===== config.mk =====
export PLATFORM = sky130hd
export DESIGN_NAME = nonce_collector
export DESIGN_NICKNAME = d
export VERILOG_FILES = /design/src/rtl/nonce_collector.sv
export SDC_FILE = /design/constraint.sdc
export NUM_CORES = 1
export LEC_CHECK = 0
export ABC_AREA = 1
export CORE_MARGIN = 2
export CORE_UTILIZATION = 45
export CTS_CLUSTER_DIAMETER = 60
export CTS_CLUSTER_SIZE = 14
export DETAILED_ROUTE_END_ITERATION = 8
export PLACE_DENSITY_LB_ADDON = 0.05
export SLEW_MARGIN = 20
export SYNTH_ARGS = -nofsm -noshare
export SYNTH_HDL_FRONTEND = slang
export SYNTH_SLANG_ARGS = --single-unit

===== constraint.sdc =====
create_clock -name clk -period 4.26 [get_ports clk]
set_clock_uncertainty 0.2 [all_clocks]
set_input_delay 0.426 -clock clk [delete_from_list [all_inputs] [get_ports clk]]
set_output_delay 0.426 -clock clk [all_outputs]
set_load 0.1 [all_outputs]

===== src/rtl/nonce_collector.sv =====
// rtl/nonce_collector.sv - FIFO of winning nonces behind the compare stage
//
// Purpose: counts compare results to recover each result's nonce, queues every
// winning nonce tagged with a sequence number, and presents the head entry
// (CRC-protected) to the host, which pops entries by toggling pop_toggle.
//
// Ports:
//   clk         in   miner clock, rising edge
//   sys_rst     in   asynchronous active-high reset
//   has_res     in   compare result strobe, one result per high cycle
//   res         in   compare result, 1 = hash below target
//   new_work    in   single-cycle pulse, header or target changed
//   pop_toggle  in   host pop request, one pop per level change (async to clk)
//   head_word   out  {crc12(nonce), nonce} of the head entry
//   head_seq    out  sequence tag of the head entry
//   head_valid  out  head_word/head_seq are valid
//   count       out  FIFO occupancy, 0..DEPTH
//   overflow    out  sticky, a hit was dropped on a full FIFO

module nonce_collector #(
   parameter int          DEPTH       = 8,
   parameter logic [31:0] INONCE      = 32'd0,
   parameter int          SYNC_STAGES = 2
) (
   input  logic        clk,
   input  logic        sys_rst,
   input  logic        has_res,
   input  logic        res,
   input  logic        new_work,
   input  logic        pop_toggle,
   output logic [43:0] head_word,
   output logic [7:0]  head_seq,
   output logic        head_valid,
   output logic [6:0]  count,
   output logic        overflow
);

   localparam int AW = $clog2(DEPTH);

   logic [39:0]            mem [DEPTH];
   logic [AW-1:0]          wr_ptr;
   logic [AW-1:0]          rd_ptr;
   logic [31:0]            nonce_cnt;
   logic [7:0]             seq;
   logic [SYNC_STAGES-1:0] sync_q;
   logic                   edge_q;

   logic        pop_evt;
   logic        empty;
   logic        full;
   logic        hit;
   logic        do_pop;
   logic        do_push;
   logic        drop;
   logic [39:0] head_entry;

   // CRC-12, polynomial 0x80F, zero init, MSB first, no reflection.
   function automatic logic [11:0] crc12(input logic [31:0] data);
      logic [11:0] c;
      logic        fb;
      c = 12'h000;
      for (int i = 31; i >= 0; i--) begin
         fb = c[11] ^ data[i];
         c  = {c[10:0], 1'b0} ^ (fb ? 12'h80F : 12'h000);
      end
      return c;
   endfunction

   assign pop_evt = sync_q[SYNC_STAGES-1] ^ edge_q;
   assign empty   = (count == 7'd0);
   assign full    = (count == 7'(DEPTH));

   // new_work outranks everything: any push or pop on its edge is discarded.
   assign hit     = has_res & res & ~new_work;
   assign do_pop  = pop_evt & ~empty & ~new_work;
   // A pop on the same edge frees the slot, so a hit on a full FIFO still lands.
   assign do_push = hit & (~full | do_pop);
   assign drop    = hit & full & ~do_pop;

   assign head_entry = mem[rd_ptr];

   // Storage has no reset; only entries between rd_ptr and wr_ptr are ever read.
   always_ff @(posedge clk) begin
      if (do_push) begin
         mem[wr_ptr] <= {seq, nonce_cnt};
      end
   end

   always_ff @(posedge clk or posedge sys_rst) begin
      if (sys_rst) begin
         sync_q <= '0;
         edge_q <= 1'b0;
      end else begin
         sync_q <= {sync_q[SYNC_STAGES-2:0], pop_toggle};
         edge_q <= sync_q[SYNC_STAGES-1];
      end
   end

   always_ff @(posedge clk or posedge sys_rst) begin
      if (sys_rst) begin
         nonce_cnt <= INONCE;
         wr_ptr    <= '0;
         rd_ptr    <= '0;
         count     <= 7'd0;
         seq       <= 8'd0;
         overflow  <= 1'b0;
      end else if (new_work) begin
         // seq deliberately survives so the host can see gaps across work.
         nonce_cnt <= INONCE;
         wr_ptr    <= '0;
         rd_ptr    <= '0;
         count     <= 7'd0;
         overflow  <= 1'b0;
      end else begin
         if (has_res) begin
            nonce_cnt <= nonce_cnt + 32'd1;
         end
         if (do_push) begin
            wr_ptr <= wr_ptr + AW'(1);
            seq    <= seq + 8'd1;
         end
         if (do_pop) begin
            rd_ptr <= rd_ptr + AW'(1);
         end
         if (drop) begin
            overflow <= 1'b1;
         end
         if (do_push && !do_pop) begin
            count <= count + 7'd1;
         end else if (do_pop && !do_push) begin
            count <= count - 7'd1;
         end
      end
   end

   // Head is sampled from the FIFO state one edge behind; the CRC sits off the
   // FIFO read path this way. Contents hold while the FIFO is empty.
   always_ff @(posedge clk or posedge sys_rst) begin
      if (sys_rst) begin
         head_word  <= 44'd0;
         head_seq   <= 8'd0;
         head_valid <= 1'b0;
      end else begin
         head_valid <= ~empty;
         if (!empty) begin
            head_word <= {crc12(head_entry[31:0]), head_entry[31:0]};
            head_seq  <= head_entry[39:32];
         end
      end
   end

endmodule


==> flow_summary_export.csv <==
group,metric,value,unit
timing,fmax,0.265,GHz
floorplanning,core-area,0.0410,mm^2
routing,drc,0,
floorplanning,num_io_pins,67,
place,port_buffers,66,
cells_and_area,drive_above_1_share,7.34,%
timing,fin_setup_tns,0,ns
power_and_ir_drop,leakagePower,8.59,nW
clocking,cts-root-buf,"clkbuf_16",
global_route,grt_first_pass_wirelength,73.6,mm
floorplanning,initial_utilization,45.9,%
cells_and_area,antenna_cells_inserted,0,
routing,avgViaCountPerCell,5.31,
logic_synthesis,yosys_warnings,0,
power_and_ir_drop,p_clk_share,21.0,%
cells_and_area,final_cells,2452,
routing,dr.pass1.iters,5,
critical_path,crit_required,4.51,ns
power_and_ir_drop,p_total,17.2,mW
critical_path,critPathSlowestCell,"buf_4",
critical_path,critPathKind,"reg2reg",
timing,maxSlewViolCount,0,
global_route,track_usage,22.2,%
logic_synthesis,synthTopCellsByCount,"nand2_1 (441), edfxtp_1 (320), nor2_1 (207)",
critical_path,crit_arrival,4.02,ns
logic_synthesis,synthTopCellsByArea,"edfxtp_1 (51%), dfrtp_1 (15%), nand2_1 (8.8%)",
clocking,cts_buffer_depth,3,
clocking,clkLatencyLatePin,0.57,ns
floorplanning,die_h,208,um
global_route,antenna_found_initial,0,
critical_path,startpoint_type,"flip-flop",
clocking,cts_inserted_buffers,41,
run_status,status,"finished, final reports clean",
logic_synthesis,yosysMostFrequentCell,"nand2_1",
floorplanning,rows,74,
routing,routedWlPerCell,19.3,um
power_and_ir_drop,ir_worst_vdd,0.000583,V
critical_path,reg2reg_from,"rd_ptr[0]",
critical_path,critPathBufInv,2,
critical_path,cp_max_fo,49,
routing,dr.first_iter.drc_count,921,
timing,fin_crit,3.77,ns
logic_synthesis,syn-instance-count,1817,
power_and_ir_drop,seqPwrFrac,30.4,%
timing,maxSlewHeadroom,33.2,%
logic_synthesis,synth_area,0.0188,mm^2
global_route,first_global_vias,12600,
logic_synthesis,syn_area_per_cell,10.4,um^2
place,postPlaceCellArea,0.0203,mm^2
power_and_ir_drop,switchingPower,7.89,mW
critical_path,rr_worst_depth,28,
logic_synthesis,ys_seq_elements,430,
global_route,grt-ovfl-total,0,
clocking,cts_repair_resize_count,0,
cells_and_area,nNetsFinal,1903,
logic_synthesis,synth_edf_count,320,
cells_and_area,fin_util,52.6,%
timing,finalSetupViolCount,0,
clocking,cts_max_level,2,
clocking,cts_tree,"built",
logic_synthesis,yosys.area.top_type,"edfxtp_1",
clocking,postCtsHoldBufs,0,
critical_path,r2r_slack,0.49,ns
routing,ant_nets,0,
cells_and_area,areaGrowthSynthToFinish,14.7,%
critical_path,worstReg2RegEnd,"head_word[43]",
logic_synthesis,synth.distinct_cells,44,
critical_path,path_common_cell,"nand2_1",
min_path,hold_path.class,"in2reg",
place,dpl.hpwl,28.4,mm
power_and_ir_drop,p_comb_share,48.6,%
routing,vias,13000,
critical_path,cp_top_family,"simple AND/OR/NAND/NOR gates",
place,dp.cells,2376,
logic_synthesis,synth_seq_area_share,65.7,%
critical_path,crit_cells,28,
logic_synthesis,synthArstFlopShare,25.6,%
clocking,post-cts-setup-buffers,0,
timing,fin_crit_sh,88.4,%
timing,finalHoldViolCount,0,
power_and_ir_drop,sw_frac_of_total,45.8,%
critical_path,cp-end-kind,"flip-flop",
timing,worst_pin_slew,0.998,ns
clocking,path_clk_slew,0.06,ns
floorplanning,die_area,0.0435,mm^2
power_and_ir_drop,power.internal,9.35,mW
critical_path,critPathLaunch,"rd_ptr[0]",
logic_synthesis,synthFlopType,"edfxtp_1",
critical_path,crit_path_end,"head_word[43]",
logic_synthesis,synth_nets,1833,
power_and_ir_drop,pwr_density_cell,799,mW/mm^2
logic_synthesis,synth_top_area_share,51.1,%
critical_path,max_stage_delay,0.49,ns
floorplanning,fp.dieW,208,um
timing,rsz0062_at_grt,"false",
routing,finalWirelength,47.3,mm
global_route,grt_max_degree,84,
clocking,cts_sinks,430,
cells_and_area,finalInstanceArea,0.0216,mm^2
run,maxCapViolCount,0,
place,place_congestion,0.858,
==> registers in the layout (all words and copies together) (netlist names) <==
register	cells
overflow	1
nonce_cnt	32
sync_q	2
head_valid	1
wr_ptr	3
head_word	44
mem	320
edge_q	1
head_seq	8
count	7
seq	8
rd_ptr	3
==> worst reg2reg max path, delay by kind of cell (launching register included) <==
family / cells / cell delay (ns)
simple gates: 26 / 2.44
flops: 1 / 0.46
buf+inv: 2 / 0.60
==> stage by stage <==
stage               hold slack, ns  setup slack [ns]
finish                       0.102             0.493
global route                0.0830            0.0715
CTS                         0.0731             0.480
detailed placement           0.140             0.410
global placement             0.141             0.435
floorplan                    0.131            -0.253
==> worst min path at each step <==
stage | slack, ns | cells after the start | from | endpoint
after CTS | 0.07 | 1 | pop_toggle | sync_q[0]
after global placement | 0.14 | 0 | sync_q[0] | sync_q[1]
after global routing | 0.08 | 1 | pop_toggle | sync_q[0]
after detailed placement | 0.14 | 0 | sync_q[0] | sync_q[1]
after floorplan | 0.13 | 0 | sync_q[0] | sync_q[1]
final | 0.10 | 1 | pop_toggle | sync_q[0]
==> cell families (layout without fill, tap and decap cells) <==
family,Yosys count,after routing,share of synthesized area [%]
buffers and inverters,219,322,5.16
AOI/OAI and AO/OA,296,296,8.71
and+or+nand+nor,829,829,18.0
xor gates and xnor gates,32,32,1.69
DFF,430,430,65.7
adders and majority gates,10,10,0.705
muxes,1,1,0.0532
==> power by group through the flow <==
| stage | clock network (mW) | registers (mW) | logic [mW] |
|---|---|---|---|
| floorplan | 0 | 7.32 | 4.36 |
| global placement | 0 | 5.32 | 8.40 |
| detailed placement | 0 | 5.33 | 8.44 |
| CTS | 3.71 | 5.25 | 8.45 |
| global route | 3.86 | 5.30 | 9.23 |
| finish | 3.62 | 5.24 | 8.38 |
==> layer usage <==
metal  GRT usage [%]  up-vias  wire (um)  part of all wire (%)
met5               0        -          0                     0
met4            5.88        0        856                   1.8
met3            3.86       55       2720                   5.8
met2            36.5      331      22200                    47
met1            30.5     6295      21500                    46
li1                -     6346          -                     -
==> cell type report <==
class / count / area [um^2]
Multi-Input combinational cell: 1168 / 5540
Clock buffer: 64 / 1200
Tap cell: 532 / 666
Fill cell: 3617 / 19400
Sequential cell: 430 / 12400
Timing Repair Buffer: 104 / 1150
Inverter: 142 / 538
Clock inverter: 12 / 118
==> cells in the final DEF, fill, tap and decap left out, types with 20 or more instances in the layout <==
master / count
buf_4: 22
nand2_1: 441
o21ai_1: 25
o221ai_1: 21
nand3_1: 136
xor2_1: 20
a21oi_1: 30
clkdlybuf4s50_1: 66
inv_1: 127
clkbuf_16: 44
edfxtp_1: 320
nor2_1: 199
o22ai_1: 26
o21ai_0: 179
nor3_1: 20
dfrtp_1: 107
Power figures use the tool's default switching activity.
